$ cat src/rtl/alu_pkg.sv
// Shared encodings for the ALU result stage: buffer FSM states and out_flags bit positions.
package alu_pkg;

    typedef enum logic [1:0] {
        EMPTY = 2'd0,
        ONE   = 2'd1,
        TWO   = 2'd2
    } buf_state_t;

    localparam int FLAG_ZERO  = 0;
    localparam int FLAG_NEG   = 1;
    localparam int FLAG_CARRY = 2;
    localparam int FLAG_W     = 3;

endpackage

$ cat src/rtl/alu_result_stage_if.sv
// Upstream/downstream handshake bundle of the ALU result stage.
// out_parity exists only when ALU_RESULT_PARITY_EN is defined.
interface alu_result_stage_if #(parameter int WIDTH = 16);

    logic             in_valid;
    logic             in_ready;
    logic [WIDTH-1:0] in_result;
    logic             in_carry;
    logic             out_valid;
    logic             out_ready;
    logic [WIDTH-1:0] out_result;
    logic [2:0]       out_flags;
    logic [15:0]      result_count;
`ifdef ALU_RESULT_PARITY_EN
    logic             out_parity;
`endif

    modport master (
        output in_valid, in_result, in_carry, out_ready,
        input  in_ready, out_valid, out_result, out_flags, result_count
`ifdef ALU_RESULT_PARITY_EN
        , input out_parity
`endif
    );

    modport slave (
        input  in_valid, in_result, in_carry, out_ready,
        output in_ready, out_valid, out_result, out_flags, result_count
`ifdef ALU_RESULT_PARITY_EN
        , output out_parity
`endif
    );

endinterface

$ cat src/rtl/alu_flag_gen.sv
// Combinational flag (and optional parity, ALU_RESULT_PARITY_EN) generation for one result word.
module alu_flag_gen
    import alu_pkg::*;
#(
    parameter int WIDTH = 16
) (
    input  logic [WIDTH-1:0]  result,
    input  logic              carry,
    output logic [FLAG_W-1:0] flags
`ifdef ALU_RESULT_PARITY_EN
    ,
    output logic              parity
`endif
);

    always_comb begin
        flags             = '0;
        flags[FLAG_ZERO]  = (result == '0);
        flags[FLAG_NEG]   = result[WIDTH-1];
        flags[FLAG_CARRY] = carry;
    end

`ifdef ALU_RESULT_PARITY_EN
    assign parity = ^result;
`endif

endmodule

$ cat src/rtl/alu_result_stage.sv
// Two-entry in-order result buffer with capture-time flags; latency 1 from push when empty.
// in_ready drops only when both entries are held and is decoded from registered state. Parity: ALU_RESULT_PARITY_EN.
module alu_result_stage
    import alu_pkg::*;
#(
    parameter int WIDTH = 16
) (
    input  logic               clk,
    input  logic               rst_n,
    alu_result_stage_if.slave  bus
);

`ifdef ALU_RESULT_PARITY_EN
    localparam int EW = WIDTH + FLAG_W + 1;
`else
    localparam int EW = WIDTH + FLAG_W;
`endif

    buf_state_t        state;
    logic              in_ready_q;
    logic              out_valid_q;
    logic [15:0]       count_q;
    logic [EW-1:0]     head_q;
    logic [EW-1:0]     tail_q;
    logic [EW-1:0]     new_entry;
    logic [FLAG_W-1:0] new_flags;
    logic              push;
    logic              pop;

`ifdef ALU_RESULT_PARITY_EN
    logic new_parity;

    alu_flag_gen #(.WIDTH(WIDTH)) u_flag_gen (
        .result (bus.in_result),
        .carry  (bus.in_carry),
        .flags  (new_flags),
        .parity (new_parity)
    );

    assign new_entry      = {new_parity, new_flags, bus.in_result};
    assign bus.out_parity = head_q[EW-1];
`else
    alu_flag_gen #(.WIDTH(WIDTH)) u_flag_gen (
        .result (bus.in_result),
        .carry  (bus.in_carry),
        .flags  (new_flags)
    );

    assign new_entry = {new_flags, bus.in_result};
`endif

    assign push = bus.in_valid & in_ready_q;
    assign pop  = out_valid_q & bus.out_ready;

    // head_q is always the oldest entry, so outputs come straight from flops
    always_ff @(posedge clk or negedge rst_n) begin
        if (!rst_n) begin
            state       <= EMPTY;
            in_ready_q  <= 1'b1;
            out_valid_q <= 1'b0;
            count_q     <= '0;
            head_q      <= '0;
            tail_q      <= '0;
        end else begin
            if (push) begin
                count_q <= count_q + 16'd1;
            end
            case (state)
                EMPTY: begin
                    if (push) begin
                        head_q      <= new_entry;
                        state       <= ONE;
                        out_valid_q <= 1'b1;
                    end
                end
                ONE: begin
                    if (push && pop) begin
                        head_q <= new_entry;
                    end else if (push) begin
                        tail_q     <= new_entry;
                        state      <= TWO;
                        in_ready_q <= 1'b0;
                    end else if (pop) begin
                        state       <= EMPTY;
                        out_valid_q <= 1'b0;
                    end
                end
                TWO: begin
                    if (pop) begin
                        head_q     <= tail_q;
                        state      <= ONE;
                        in_ready_q <= 1'b1;
                    end
                end
                default: begin
                    state       <= EMPTY;
                    in_ready_q  <= 1'b1;
                    out_valid_q <= 1'b0;
                end
            endcase
        end
    end

    assign bus.in_ready     = in_ready_q;
    assign bus.out_valid    = out_valid_q;
    assign bus.out_result   = head_q[WIDTH-1:0];
    assign bus.out_flags    = head_q[WIDTH +: FLAG_W];
    assign bus.result_count = count_q;

endmodule

$ cat src/flat_wrapper.sv
// flat-port wrapper written by rule: the top's interface ports become plain ports
module alu_result_stage_flat import alu_pkg::*;
#(
    parameter int WIDTH = 16
)
  (clk, rst_n, bus_in_valid, bus_in_result, bus_in_carry, bus_out_ready, bus_in_ready, bus_out_valid, bus_out_result, bus_out_flags, bus_result_count);
  alu_result_stage_if #(.WIDTH(WIDTH)) bus_i ();
  input  logic clk;
  input  logic rst_n;
  input wire logic [$bits(bus_i.in_valid)-1:0] bus_in_valid;
  input wire logic [$bits(bus_i.in_result)-1:0] bus_in_result;
  input wire logic [$bits(bus_i.in_carry)-1:0] bus_in_carry;
  input wire logic [$bits(bus_i.out_ready)-1:0] bus_out_ready;
  output wire logic [$bits(bus_i.in_ready)-1:0] bus_in_ready;
  output wire logic [$bits(bus_i.out_valid)-1:0] bus_out_valid;
  output wire logic [$bits(bus_i.out_result)-1:0] bus_out_result;
  output wire logic [$bits(bus_i.out_flags)-1:0] bus_out_flags;
  output wire logic [$bits(bus_i.result_count)-1:0] bus_result_count;
  assign bus_i.in_valid = bus_in_valid;
  assign bus_i.in_result = bus_in_result;
  assign bus_i.in_carry = bus_in_carry;
  assign bus_i.out_ready = bus_out_ready;
  assign bus_in_ready = bus_i.in_ready;
  assign bus_out_valid = bus_i.out_valid;
  assign bus_out_result = bus_i.out_result;
  assign bus_out_flags = bus_i.out_flags;
  assign bus_result_count = bus_i.result_count;
  alu_result_stage #(.WIDTH(WIDTH)) u_core (.clk(clk), .rst_n(rst_n), .bus(bus_i));
endmodule
$ cat config.mk
export PLATFORM = sky130hd
export DESIGN_NAME = alu_result_stage_flat
export DESIGN_NICKNAME = d
export VERILOG_FILES = /design/src/rtl/alu_pkg.sv /design/src/rtl/alu_result_stage_if.sv /design/src/rtl/alu_flag_gen.sv /design/src/rtl/alu_result_stage.sv /design/src/flat_wrapper.sv
export SDC_FILE = /design/constraint.sdc
export NUM_CORES = 1
export LEC_CHECK = 0
export CAP_MARGIN = 20
export CORE_ASPECT_RATIO = 2
export CORE_MARGIN = 3
export CORE_UTILIZATION = 45
export DETAILED_ROUTE_END_ITERATION = 16
export PLACE_DENSITY_LB_ADDON = 0.05
export SKIP_LAST_GASP = 1
export SLEW_MARGIN = 15
export SYNTH_ARGS = -nofsm -noshare
export SYNTH_HDL_FRONTEND = slang
export SYNTH_HIERARCHICAL = 1
export SYNTH_SLANG_ARGS = --single-unit
$ cat constraint.sdc
create_clock -name clk -period 2 [get_ports clk]
set_clock_uncertainty 0.2 [all_clocks]
set_input_delay 0.4 -clock clk [delete_from_list [all_inputs] [get_ports clk]]
set_output_delay 0.4 -clock clk [all_outputs]
set_load 0.1 [all_outputs]
==> impl_metrics.toml <==
[clocking]
cts_tree = "built"
path_clk_slew_ns = 0.06
clockBufferDepth = 2
root_buffer = "clkbuf_8"
clk_latency_ns = 0.33
clock_sinks = 58
cts_made_buffers = 9
cts_max_level = 3

[power_and_ir_drop]
pwr-share-seq_pct = 53.9
switchingPower_mw = 0.475
clkPwrFrac_pct = 41.5
p_comb_share_pct = 4.6
swShare_pct = 21.8
p_int_mw = 1.70
p_leak_nw = 1.75
p_per_area_nw_per_um2 = 557
ir_drop_mv = 0.569

[global_route]
grt_max_degree = 42
grt_pass1_vias = 1884
grt_pass1_wl_um = 8850
grt_use_total_pct = 17.6
overflow = 0
antenna_found_initial = 0

[job]
drv_cap = 0

[cells_and_area]
multi_input_area_um2 = 1060
seq_area_um2 = 1480
mostFrequentLayoutCells = "dfrtp_1 (46), buf_12 (42), nor2_1 (28), a21oi_1 (21), mux2_2 (20)"
drive_gt1_share_pct = 37.1
areaGrowthSynthToFinish_pct = 52.0
nets = 311
final_common_cell = "dfrtp_1"
diodes = 0
fillCellCount = 359

[min_path]
hp-class = "register to register"
hold_end = "u_core/tail_q[16]$_DFFE_PN0P_"
min_path_cells = 1
min_from = "u_core/tail_q[16]$_DFFE_PN0P_"

[placement]
gp_congestion = 0.803
dp_hpwl_um = 3720
port_buffers = 57
dp_slack_ns = -0.265

[timing]
final-hold-violation-count = 0
setup_tns_ns = 0
rsz0062_at_grt = "false"
min_period_ns = 1.92
setup_viol = 0
finalMaxSlewViolations = 0
fin_crit_sh_pct = 96.2
setup_slack_ns = 0.0755
timing.fmax_mhz = 520
slew_headroom_pct = 71.5
worst_slew_pin_slew_ns = 0.427

[setup_path]
r2r-start = "u_core/bus.in_ready$_DFFE_PN1P_"
worst_path_dominant_cell_family = "simple AND/OR/NAND/NOR gates"
startpoint_type = "register"
cp-end-kind = "register"
crit_top_cell = "nand4_1"
cp.required_ns = 2.02
cpPeakStageDelay_ns = 0.66
crit_slowest_cell = "dfstp_4"
cp_max_fo = 6
crit_type = "register to register"
path_buf_inv = 0
path_cells = "nand4_1, nor4_2, nand4_1, xnor2_1"
arrival_ns = 1.94
r2r_end = "u_core/bus.result_count[13]$_DFFE_PN0P_"
ff2ff_path_depth = 4
r2r_slack_ns = 0.08

[yosys]
syn_area_um2 = 2570
synth_nets = 236
postSynthRegisterBits = 58
synth_area_per_cell_um2 = 12.0
syn_inst = 214
synth.distinct_cells = 32
synth_largest_area_cell = "dfrtp_1"
netlist.area_leader.share_pct = 55.4
seq_area_frac_synth_pct = 56.5
yosysWarnings = 6
synth_area_leaders = "dfrtp_1 (55%), mux2_2 (8.8%), mux2i_1 (7.4%)"

[detailed_routing]
firstDrtPassIters = 6
drt_first_iter_violations = 46
dr_total_vias = 1840
route.detailed.drc = 0
wire_per_inst_um = 14.8
ant_nets = 0
wirelength_um = 5240
via_per_inst = 5.20

[floorplanning]
rows = 38
io_pins = 58
die_y_um = 113
core_area_um2 = 5470
start_util_pct = 47.0
die_w_um = 59.5
dieArea_um2 = 6720

[run_status]
status = "complete, no violations"
worst register-to-register path, delay by kind of cell (launching register included):
| family | cells | cell delay, ns |
|---|---|---|
| XOR/XNOR | 1 | 0.16 |
| AND/OR/NAND/NOR | 3 | 0.79 |
| flip-flops | 1 | 0.66 |
repair_timing:
action / CTS / global route
hold endpoints to repair: 16 / 0
hold buffers: 1 / 0
setup buffers: 0 / 0
gates resized for setup: 0 / 1
endpoints found under the setup margin: 0 / 1
layer usage:
layer	track usage, %	share of wire (%)
met1	21.6	39
met2	27.0	53
met4	12.4	3.0
met5	0	0
met3	3.31	4.4
how the worst max path moves through the flow:
stage | start | to | slack, ns | cells after the start
final | u_core/bus.in_ready$_DFFE_PN1P_ | u_core/bus.result_count[13]$_DFFE_PN0P_ | 0.08 | 4
after global routing | u_core/bus.in_ready$_DFFE_PN1P_ | u_core/bus.result_count[13]$_DFFE_PN0P_ | 0.02 | 4
after CTS | u_core/bus.in_ready$_DFFE_PN1P_ | u_core/bus.result_count[13]$_DFFE_PN0P_ | 0.06 | 4
after detailed placement | bus_in_result[4] | u_core/head_q[16]$_DFFE_PN0P_ | -0.27 | 6
after global placement | bus_in_result[4] | u_core/head_q[16]$_DFFE_PN0P_ | -0.26 | 6
after floorplan | u_core/bus.result_count[5]$_DFFE_PN0P_ | u_core/bus.result_count[13]$_DFFE_PN0P_ | 0.0003 | 4
synth_stat cells (all sizes together):
cell type,number
or2,2
nand2,13
a31oi,1
xor2,7
dfrtp,57
a21oi,22
a21boi,1
nor4,6
inv,2
and4,2
o32ai,1
o22ai,1
nor2,28
nand4,3
nand2b,1
nor2b,1
dfstp,1
o21ai,1
mux2i,19
buf,10
mux2,20
nand3,4
nand3b,1
xnor2,8
nor3,1
ha,1
flip-flops by register name (all words and copies together) (netlist names):
signal,flops
u_core/bus.in_ready,1
u_core/bus.out_valid,1
u_core/bus.result_count,16
u_core/head_q,19
u_core/state,2
u_core/tail_q,19
layout make-up:
cell class	instances	share of cell area, %
Timing Repair Buffer	74	28.9
Clock buffer	13	3.81
Tap cell	60	1.92
Inverter	2	0.192
Multi-Input combinational cell	144	27.1
Clock inverter	3	0.384
Sequential cell	58	37.7
power by group through the flow:
stage | Combinational [mW] | Sequential (mW) | Clock, mW
2_1_floorplan | 0.0151 | 1.20 | 0
3_3_place_gp | 0.0994 | 1.19 | 0
3_5_place_dp | 0.100 | 1.19 | 0
4_1_cts | 0.102 | 1.17 | 0.945
5_1_grt | 0.111 | 1.17 | 0.989
6_report | 0.0995 | 1.17 | 0.904
cells by family (layout without fill, tap and decap cells):
kind of cell	Yosys count	after routing	synth area share [%]
adder cells (fa/ha/maj)	1	1	0.486
AND/OR/NAND/NOR	62	62	11.9
buffers and inverters	12	92	3.45
XOR/XNOR	15	15	5.11
multiplexers	39	39	16.1
flip-flops	58	58	56.5
AO/OA/AOI/OAI	27	27	6.47
through the flow:
| stage | instances | util, % | hold WS [ns] | area [um^2] | power [mW] |
|---|---|---|---|---|---|
| final | 354 | 71.5 | 0.307 | 3910 | 2.18 |
| after global placement | 337 | 68.2 | 0.161 | 3730 | 1.29 |
| after global routing | 354 | 71.5 | 0.311 | 3910 | 2.27 |
| after detailed placement | 337 | 68.2 | 0.167 | 3730 | 1.29 |
| after CTS | 354 | 71.4 | 0.307 | 3900 | 2.22 |
| after floorplan | 214 | - | -0.0956 | 2600 | 1.21 |
No activity file was read; power rests on OpenSTA's default activity.
